$ cat config.mk
export PLATFORM = sky130hd
export DESIGN_NAME = prim_intr_rx
export DESIGN_NICKNAME = d
export VERILOG_FILES = /design/src/rtl/prim_intr_rx.sv
export SDC_FILE = /design/constraint.sdc
export NUM_CORES = 1
export LEC_CHECK = 0
export CAP_MARGIN = 15
export CORE_UTILIZATION = 28
export CTS_CLUSTER_DIAMETER = 40
export DETAILED_ROUTE_END_ITERATION = 10
export PLACE_DENSITY = 0.51
export SYNTH_ARGS = -nofsm -noshare
export SYNTH_HDL_FRONTEND = slang
export SYNTH_SLANG_ARGS = --single-unit
export TNS_END_PERCENT = 100
$ cat constraint.sdc
create_clock -name clk_i -period 9.4 [get_ports clk_i]
set_input_delay 2.82 -clock clk_i [delete_from_list [all_inputs] [get_ports clk_i]]
set_output_delay 2.82 -clock clk_i [all_outputs]
set_load 0.005 [all_outputs]
$ cat src/rtl/prim_intr_rx.sv
// Interrupt receiver: per-source edge/level gateways, priority/threshold arbitration
// and a PLIC-style claim/complete handshake for one hart context.
module prim_intr_rx #(
    parameter int unsigned Width = 8,
    parameter int unsigned PrioW = 2,
    parameter int unsigned IdW   = $clog2(Width + 1)
) (
    input  logic                   clk_i,
    input  logic                   rst_i,
    input  logic [Width-1:0]       intr_src_i,
    input  logic [Width-1:0]       intr_level_i,
    input  logic [Width*PrioW-1:0] intr_prio_i,
    input  logic [PrioW-1:0]       threshold_i,
    output logic                   irq_o,
    output logic [IdW-1:0]         irq_id_o,
    input  logic                   claim_i,
    output logic [IdW-1:0]         claim_id_o,
    input  logic                   complete_i,
    input  logic [IdW-1:0]         complete_id_i
);

    typedef enum logic [1:0] {
        GW_IDLE    = 2'd0,
        GW_PENDING = 2'd1,
        GW_CLAIMED = 2'd2
    } gw_state_e;

    gw_state_e st_q [Width];
    gw_state_e st_d [Width];

    logic [Width-1:0] src_q;
    logic [Width-1:0] again_q, again_d;
    logic             irq_q, irq_d;
    logic [IdW-1:0]   irq_id_q, irq_id_d;
    logic [IdW-1:0]   claim_id_q, claim_id_d;

    logic [Width-1:0] src_edge_c;
    logic [Width-1:0] claim_hit_c;
    logic [Width-1:0] cmpl_hit_c;
    logic [PrioW-1:0] best_prio_c;
    logic [IdW-1:0]   best_id_c;
    logic             best_vld_c;

    assign src_edge_c = intr_src_i & ~src_q;

    // Claim/complete decode per gateway; IDs 0 and > Width never match.
    always_comb begin
        claim_hit_c = '0;
        cmpl_hit_c  = '0;
        for (int unsigned i = 0; i < Width; i++) begin
            claim_hit_c[i] = claim_i & irq_q & (irq_id_q == IdW'(i + 1));
            cmpl_hit_c[i]  = complete_i & (complete_id_i == IdW'(i + 1));
        end
    end

    // Gateway next-state logic.
    always_comb begin
        st_d    = st_q;
        again_d = again_q;
        for (int unsigned i = 0; i < Width; i++) begin
            case (st_q[i])
                GW_IDLE: begin
                    if (intr_level_i[i] ? intr_src_i[i] : src_edge_c[i]) begin
                        st_d[i] = GW_PENDING;
                    end
                end
                GW_PENDING: begin
                    if (claim_hit_c[i]) begin
                        st_d[i] = GW_CLAIMED;
                    end
                end
                GW_CLAIMED: begin
                    // An edge coinciding with the complete is folded in so it is not lost.
                    if (cmpl_hit_c[i]) begin
                        again_d[i] = 1'b0;
                        if (again_q[i] | (src_edge_c[i] & ~intr_level_i[i])) begin
                            st_d[i] = GW_PENDING;
                        end else begin
                            st_d[i] = GW_IDLE;
                        end
                    end else if (src_edge_c[i] & ~intr_level_i[i]) begin
                        again_d[i] = 1'b1;
                    end
                end
                default: begin
                    st_d[i]    = GW_IDLE;
                    again_d[i] = 1'b0;
                end
            endcase
        end
    end

    // Highest priority above threshold wins; ascending scan with strict compare keeps lowest ID on ties.
    always_comb begin
        best_prio_c = threshold_i;
        best_id_c   = '0;
        best_vld_c  = 1'b0;
        for (int unsigned i = 0; i < Width; i++) begin
            if ((st_q[i] == GW_PENDING) && (intr_prio_i[i*PrioW +: PrioW] > best_prio_c)) begin
                best_prio_c = intr_prio_i[i*PrioW +: PrioW];
                best_id_c   = IdW'(i + 1);
                best_vld_c  = 1'b1;
            end
        end
    end

    // A claim blanks the presented interrupt for one update.
    always_comb begin
        irq_d      = best_vld_c;
        irq_id_d   = best_id_c;
        claim_id_d = claim_id_q;
        if (claim_i) begin
            irq_d      = 1'b0;
            irq_id_d   = '0;
            claim_id_d = irq_q ? irq_id_q : '0;
        end
    end

    always_ff @(posedge clk_i or posedge rst_i) begin
        if (rst_i) begin
            for (int unsigned i = 0; i < Width; i++) begin
                st_q[i] <= GW_IDLE;
            end
            src_q      <= '0;
            again_q    <= '0;
            irq_q      <= 1'b0;
            irq_id_q   <= '0;
            claim_id_q <= '0;
        end else begin
            for (int unsigned i = 0; i < Width; i++) begin
                st_q[i] <= st_d[i];
            end
            src_q      <= intr_src_i;
            again_q    <= again_d;
            irq_q      <= irq_d;
            irq_id_q   <= irq_id_d;
            claim_id_q <= claim_id_d;
        end
    end

    assign irq_o      = irq_q;
    assign irq_id_o   = irq_id_q;
    assign claim_id_o = claim_id_q;

endmodule

# Yosys cells after proc, flatten, opt, wreduce, memory -nomap -nowiden
# Cells that the tools add are included.
# W data, S select, Z words.
# totals
reg_bits,41
input_bits,42
# classes
n_lt_le_gt_ge,8
eq_ne,64
n_mux,98
n_bitwise,51
n_reduce_logical,40
# op_table
operator,n
$mux W2,31
$ne A2 B2 Y1 const B,24
$pmux W2 S3,8
$mux W1,42
$mux W4,9
$eq A4 B3 Y1 const B,8
$and A1 B1 Y1,25
$ne A3 B3 Y1 const B,8
$reduce_and A3 Y1,8
$eq A2 B1 Y1 const B,8
$eq A2 B2 Y1 const B,8
$eq A4 B2 Y1 const B,4
$gt A2 B2 Y1,8
$logic_not A2 Y1,8
$not A1 Y1,16
$pmux W1 S2,8
$reduce_and A2 Y1,8
$reduce_or A2 Y1,8
$and A8 B8 Y8,1
$eq A4 B1 Y1 const B,2
$eq A4 B4 Y1 const B,2
$logic_and A1 B1 Y1,8
$not A8 Y8,1
$or A1 B1 Y1,8

# Logic depth before layout (Yosys ltp)
# depth
word_depth,25
ltp_mapped,48
depth_no_buf,47

# Least setup slack after synthesis
# OpenSTA, ideal clock, no wires.
# synth_path
path_kind,input to register
from,in threshold_i[1]
to,reg irq_id_q[0] (netlist: irq_id_o[0])
t_arrival_ps,11140
required_time_ps,9260
setup_slack_ps,-1880
cell_stages,48
path_buffers,1
cell_sequence,clkbuf_1 inv_1 ha_1 nor2b_2 o211ai_4 mux2_2 ha_1 or3_1 a311o_1 a21oi_2 nor2_1 ha_1 nor2_1 o21ai_0 a211o_1 o31ai_1 ha_1 nor2_1 [... 12 more ...] ha_1 nor2_1 a21oi_1 o21a_1 nor2_1 a31oi_2 ha_1 a21oi_1 o21ai_1 nor2_1 a31o_2 a41oi_2 ha_1 a21oi_1 o21ai_0 nand2b_1 nand2b_1 o22ai_1
# synth_via
elab_chain_cells,25
elab_cells_between_ends,32
cone_classes,8 x order compare; 16 x mux; 8 x reduce/logical
# synth_lines
element,line_no,text
from (decl),13,"input logic [PrioW-1:0] threshold_i,"
$gt A2 B2 Y1,99,if ((st_q[i] == GW_PENDING) && (intr_prio_i[i*PrioW +: PrioW] > best_prio_c)) begin
$logic_and A1 B1 Y1,99,
$mux W2,99,
$gt A2 B2 Y1,99,
$logic_and A1 B1 Y1,99,
$mux W2,99,
$gt A2 B2 Y1,99,
$logic_and A1 B1 Y1,99,
[... 10 more ...],--,
$gt A2 B2 Y1,99,
$logic_and A1 B1 Y1,99,
$mux W2,99,
$gt A2 B2 Y1,99,
$logic_and A1 B1 Y1,99,
$mux W4 (*),99,
$mux W4 (*),112,if (claim_i) begin
via irq_id_d[0],34,"logic [IdW-1:0] irq_id_q, irq_id_d;"
to (signal assigned),136,irq_id_q <= irq_id_d;
to (decl),34,
# Mark *: on every way through the listed nets, which the timed path passes. The rest lies on a longest branch.
# A chain may end at the register's enable or synchronous reset.

# Worst setup path in the final report
# Ends and elaborated chain as after synthesis.

==> qor.txt <==
most frequent cells in the layout = clkdlybuf4s50_1 (46), buf_4 (43), dfrtp_1 (41)
vias per cell = 4.865
most common cell after layout, fill and taps aside = clkdlybuf4s50_1
WL per Instance = 13.20 um
VDD IR-drop max = 0.1459 mV
hold buffers post-CTS = 0
Max Clock Freq = 0.09465 GHz
Detail Placement HPWL = 4910 um
Setup violations, final = 5
post-synthesis cell count = 290
pre-CTS setup slack = -1.955 ns
vias in the first global route = 2383
RR Endpoint = irq_id_o[0]$_DFF_PP0_
Inserted Diodes = 0
violated checks = design-rule violations, negative setup slack
CP max stage cell = a311o_1
crit end category = register
Leak Pwr = 1.656 nW
Seq/Total Area, Yosys = 39.84%
CP Class = in2reg
max_slew headroom = 46.67%
initial antenna violation count = 0
status = complete, but fails checks
worst setup slack after layout = -1.165 ns
flops & latches, synth = 41
CP max FO = 5
DIE AREA = 0.009583 sq mm
setup TNS = -5.300 ns
Final Hold Vio Count = 0
CP endpoint = irq_id_o[0]$_DFF_PP0_
CP startpoint kind = input pin
hold_ws = 0.4751 ns
PortBufs = 50
Final Power = 0.9701 mW
post-layout min period = 10.57 ns
CTS tree = yes
DR iter-0 viols = 100
Overflow after GRT = 0
unrepaired setup endpoints after global routing = yes
clk_lat worst skew = 0.29 ns
Max clock buf depth = 2
Syn Area/Cell = 8.879 sq um
post-synth top area share = 39.84%
reg2reg path depth = 44
DP Area = 0.003442 sq mm
Least-Margin Pin Slew = 0.7983 ns
Synth Cell Area = 0.002575 sq mm
Mapped Nets = 343
synth top area cells = dfrtp_1 (40%), ha_1 (5.3%), a21oi_1 (4.7%), o21ai_0 (4.5%), nand2_1 (3.9%)
Worst Skew = 0.008861 ns
Worst-path clk slew = 0.08 ns
Antenna Nets Post-Route = 0
yosys warns = 0
Chip Height = 97.90 um
reg2reg start = st_q[15]$_DFFE_PP0P_
FF-to-FF setup slack = 1.23 ns
critical path buffer and inverter count = 2
routability cong. = 0.7904
CP delay by family, top = compound AO/OA/AOI/OAI gates
slowest stage delay, CP = 0.37 ns
clock sink count = 41
core area = 0.008806 sq mm
DR vias = 2423
row cnt = 34
crit path DAT = 10.75 ns
pin count of the biggest net entering global routing = 42
post-synthesis cell type count = 49
num ports = 51
HP Class = reg2reg
drt drc = 1
register area = 0.001026 sq mm
MaxCap Viol Count = 0
fin. max-slew vios = 0
required time at the worst-slack endpoint = 9.58 ns
CP Depth = 47
Worst Setup SP = threshold_i[1]
Inserted Clock Buffers = 5
Total GRT Usage = 14.03%
DR pass1 iterations = 7
Main synth FF type = dfrtp_1
first-pass GRT wire length = 10900 um
Area Growth Syn to Fin = 48.40%
root buf cell = clkbuf_8
asr flop ratio synth = 100.0%
Starting Density = 29.24%
DRT Wirelength = 6573 um
width of the die = 97.90 um
share of post-route cells with drive strength above 1 = 23.59%
Post-synth EDFFs = 0
Net count, final = 442
multi-input logic area = 0.001614 sq mm
FILL cells = 872
Final period util = 112.4%
Final Cell Area = 0.003821 sq mm
PD cells = 253.9 mW/mm^2
H-tree lvl count = 2
leading area contributor after synthesis = dfrtp_1
-- timing repair --
action,in CTS,in global routing
pin swaps,33,27
setup endpoints to repair,5,5
resized for setup,24,12
setup buffers,9,10
cloned,0,0
-- state kept, by name, indices dropped and copies added (netlist names) --
signal      cells
again_q         8
claim_id_o      4
irq_id_o        4
irq_o           1
src_q           8
st_q           16
-- cell usage after synthesis (2+ instances only) --
| cell type | instances |
|---|---|
| a21boi_0 | 2 |
| mux2i_1 | 3 |
| nor2b_1 | 11 |
| nor2_1 | 24 |
| ha_1 | 11 |
| nand2b_1 | 6 |
| a31oi_1 | 7 |
| a211o_1 | 4 |
| o311a_1 | 2 |
| dfrtp_1 | 41 |
| nand3_1 | 14 |
| nand2_1 | 27 |
| a2111o_1 | 2 |
| and3_1 | 4 |
| o21a_1 | 2 |
| o31ai_1 | 2 |
| o21ai_0 | 23 |
| a21oi_2 | 2 |
| o2111a_1 | 2 |
| a21oi_1 | 24 |
| o22ai_1 | 3 |
| inv_1 | 25 |
| clkbuf_1 | 2 |
| nand3b_1 | 8 |
| a41oi_2 | 2 |
| a22o_1 | 3 |
| nor3b_1 | 7 |
| nor3_1 | 4 |
| nand4_1 | 3 |
-- routing by layer --
metal,wire length (um),GRT usage (%),vias up,part of all wire [%]
met3,185,2.291,6,2.8
met2,3016,22.59,42,46
met1,3294,19.06,1122,50
met4,77,4.779,0,1.2
li1,-,-,1253,-
met5,0,0,-,0
-- worst min-delay path by stage --
stage                                   start                  end  slack (ns)  cells past startpoint
after floorplan           st_q[2]$_DFFE_PP0P_  st_q[2]$_DFFE_PP0P_        0.44                      1
after global placement    st_q[2]$_DFFE_PP0P_  st_q[2]$_DFFE_PP0P_        0.45                      1
after detailed placement  st_q[4]$_DFFE_PP0P_  st_q[4]$_DFFE_PP0P_        0.46                      1
after CTS                 st_q[0]$_DFFE_PP0P_  st_q[0]$_DFFE_PP0P_        0.48                      1
after global routing      st_q[2]$_DFFE_PP0P_  st_q[2]$_DFFE_PP0P_        0.51                      1
final                     st_q[4]$_DFFE_PP0P_  st_q[4]$_DFFE_PP0P_        0.48                      1
-- through the flow --
stage          utilization [%]  instances
2_1_floorplan                -        290
3_3_place_gp             39.09        471
3_5_place_dp             39.09        471
4_1_cts                  41.66        488
5_1_grt                  43.39        498
6_report                 43.39        498
-- worst register-to-register path: cells and delay by family (launching register included) --
family | cells | cell delay, ns
muxes | 1 | 0.33
and+or+nand+nor | 17 | 2.44
adders and majority gates | 7 | 1.76
AOI/OAI and AO/OA | 19 | 3.06
DFF | 1 | 0.47
-- area by class of cell --
type | instances | area share [%]
Multi-Input combinational cell | 222 | 42.24
Sequential cell | 41 | 26.85
Timing Repair Buffer | 94 | 21.81
Tap cell | 108 | 3.536
Inverter | 25 | 2.521
Clock buffer | 7 | 2.259
Clock inverter | 1 | 0.7859
-- kinds of logic (layout without fill, tap and decap cells) --
group,count (synthesis),count (layout),share of synthesized area [%]
buffers and inverters,27,127,3.936
AND/OR/NAND/NOR,115,115,23.66
AO/OA/AOI/OAI,91,91,25.17
multiplexers,4,4,1.604
adder cells (fa/ha/maj),12,12,5.782
flip-flops,41,41,39.84
-- where the power goes --
group          leakage [nW]  switching [mW]  internal (mW)
sequential            0.513          0.0432          0.216
combinational          1.08           0.257          0.308
clock                0.0585          0.0599         0.0866
total                  1.66           0.360          0.610
(Power assumes the default switching activity.)
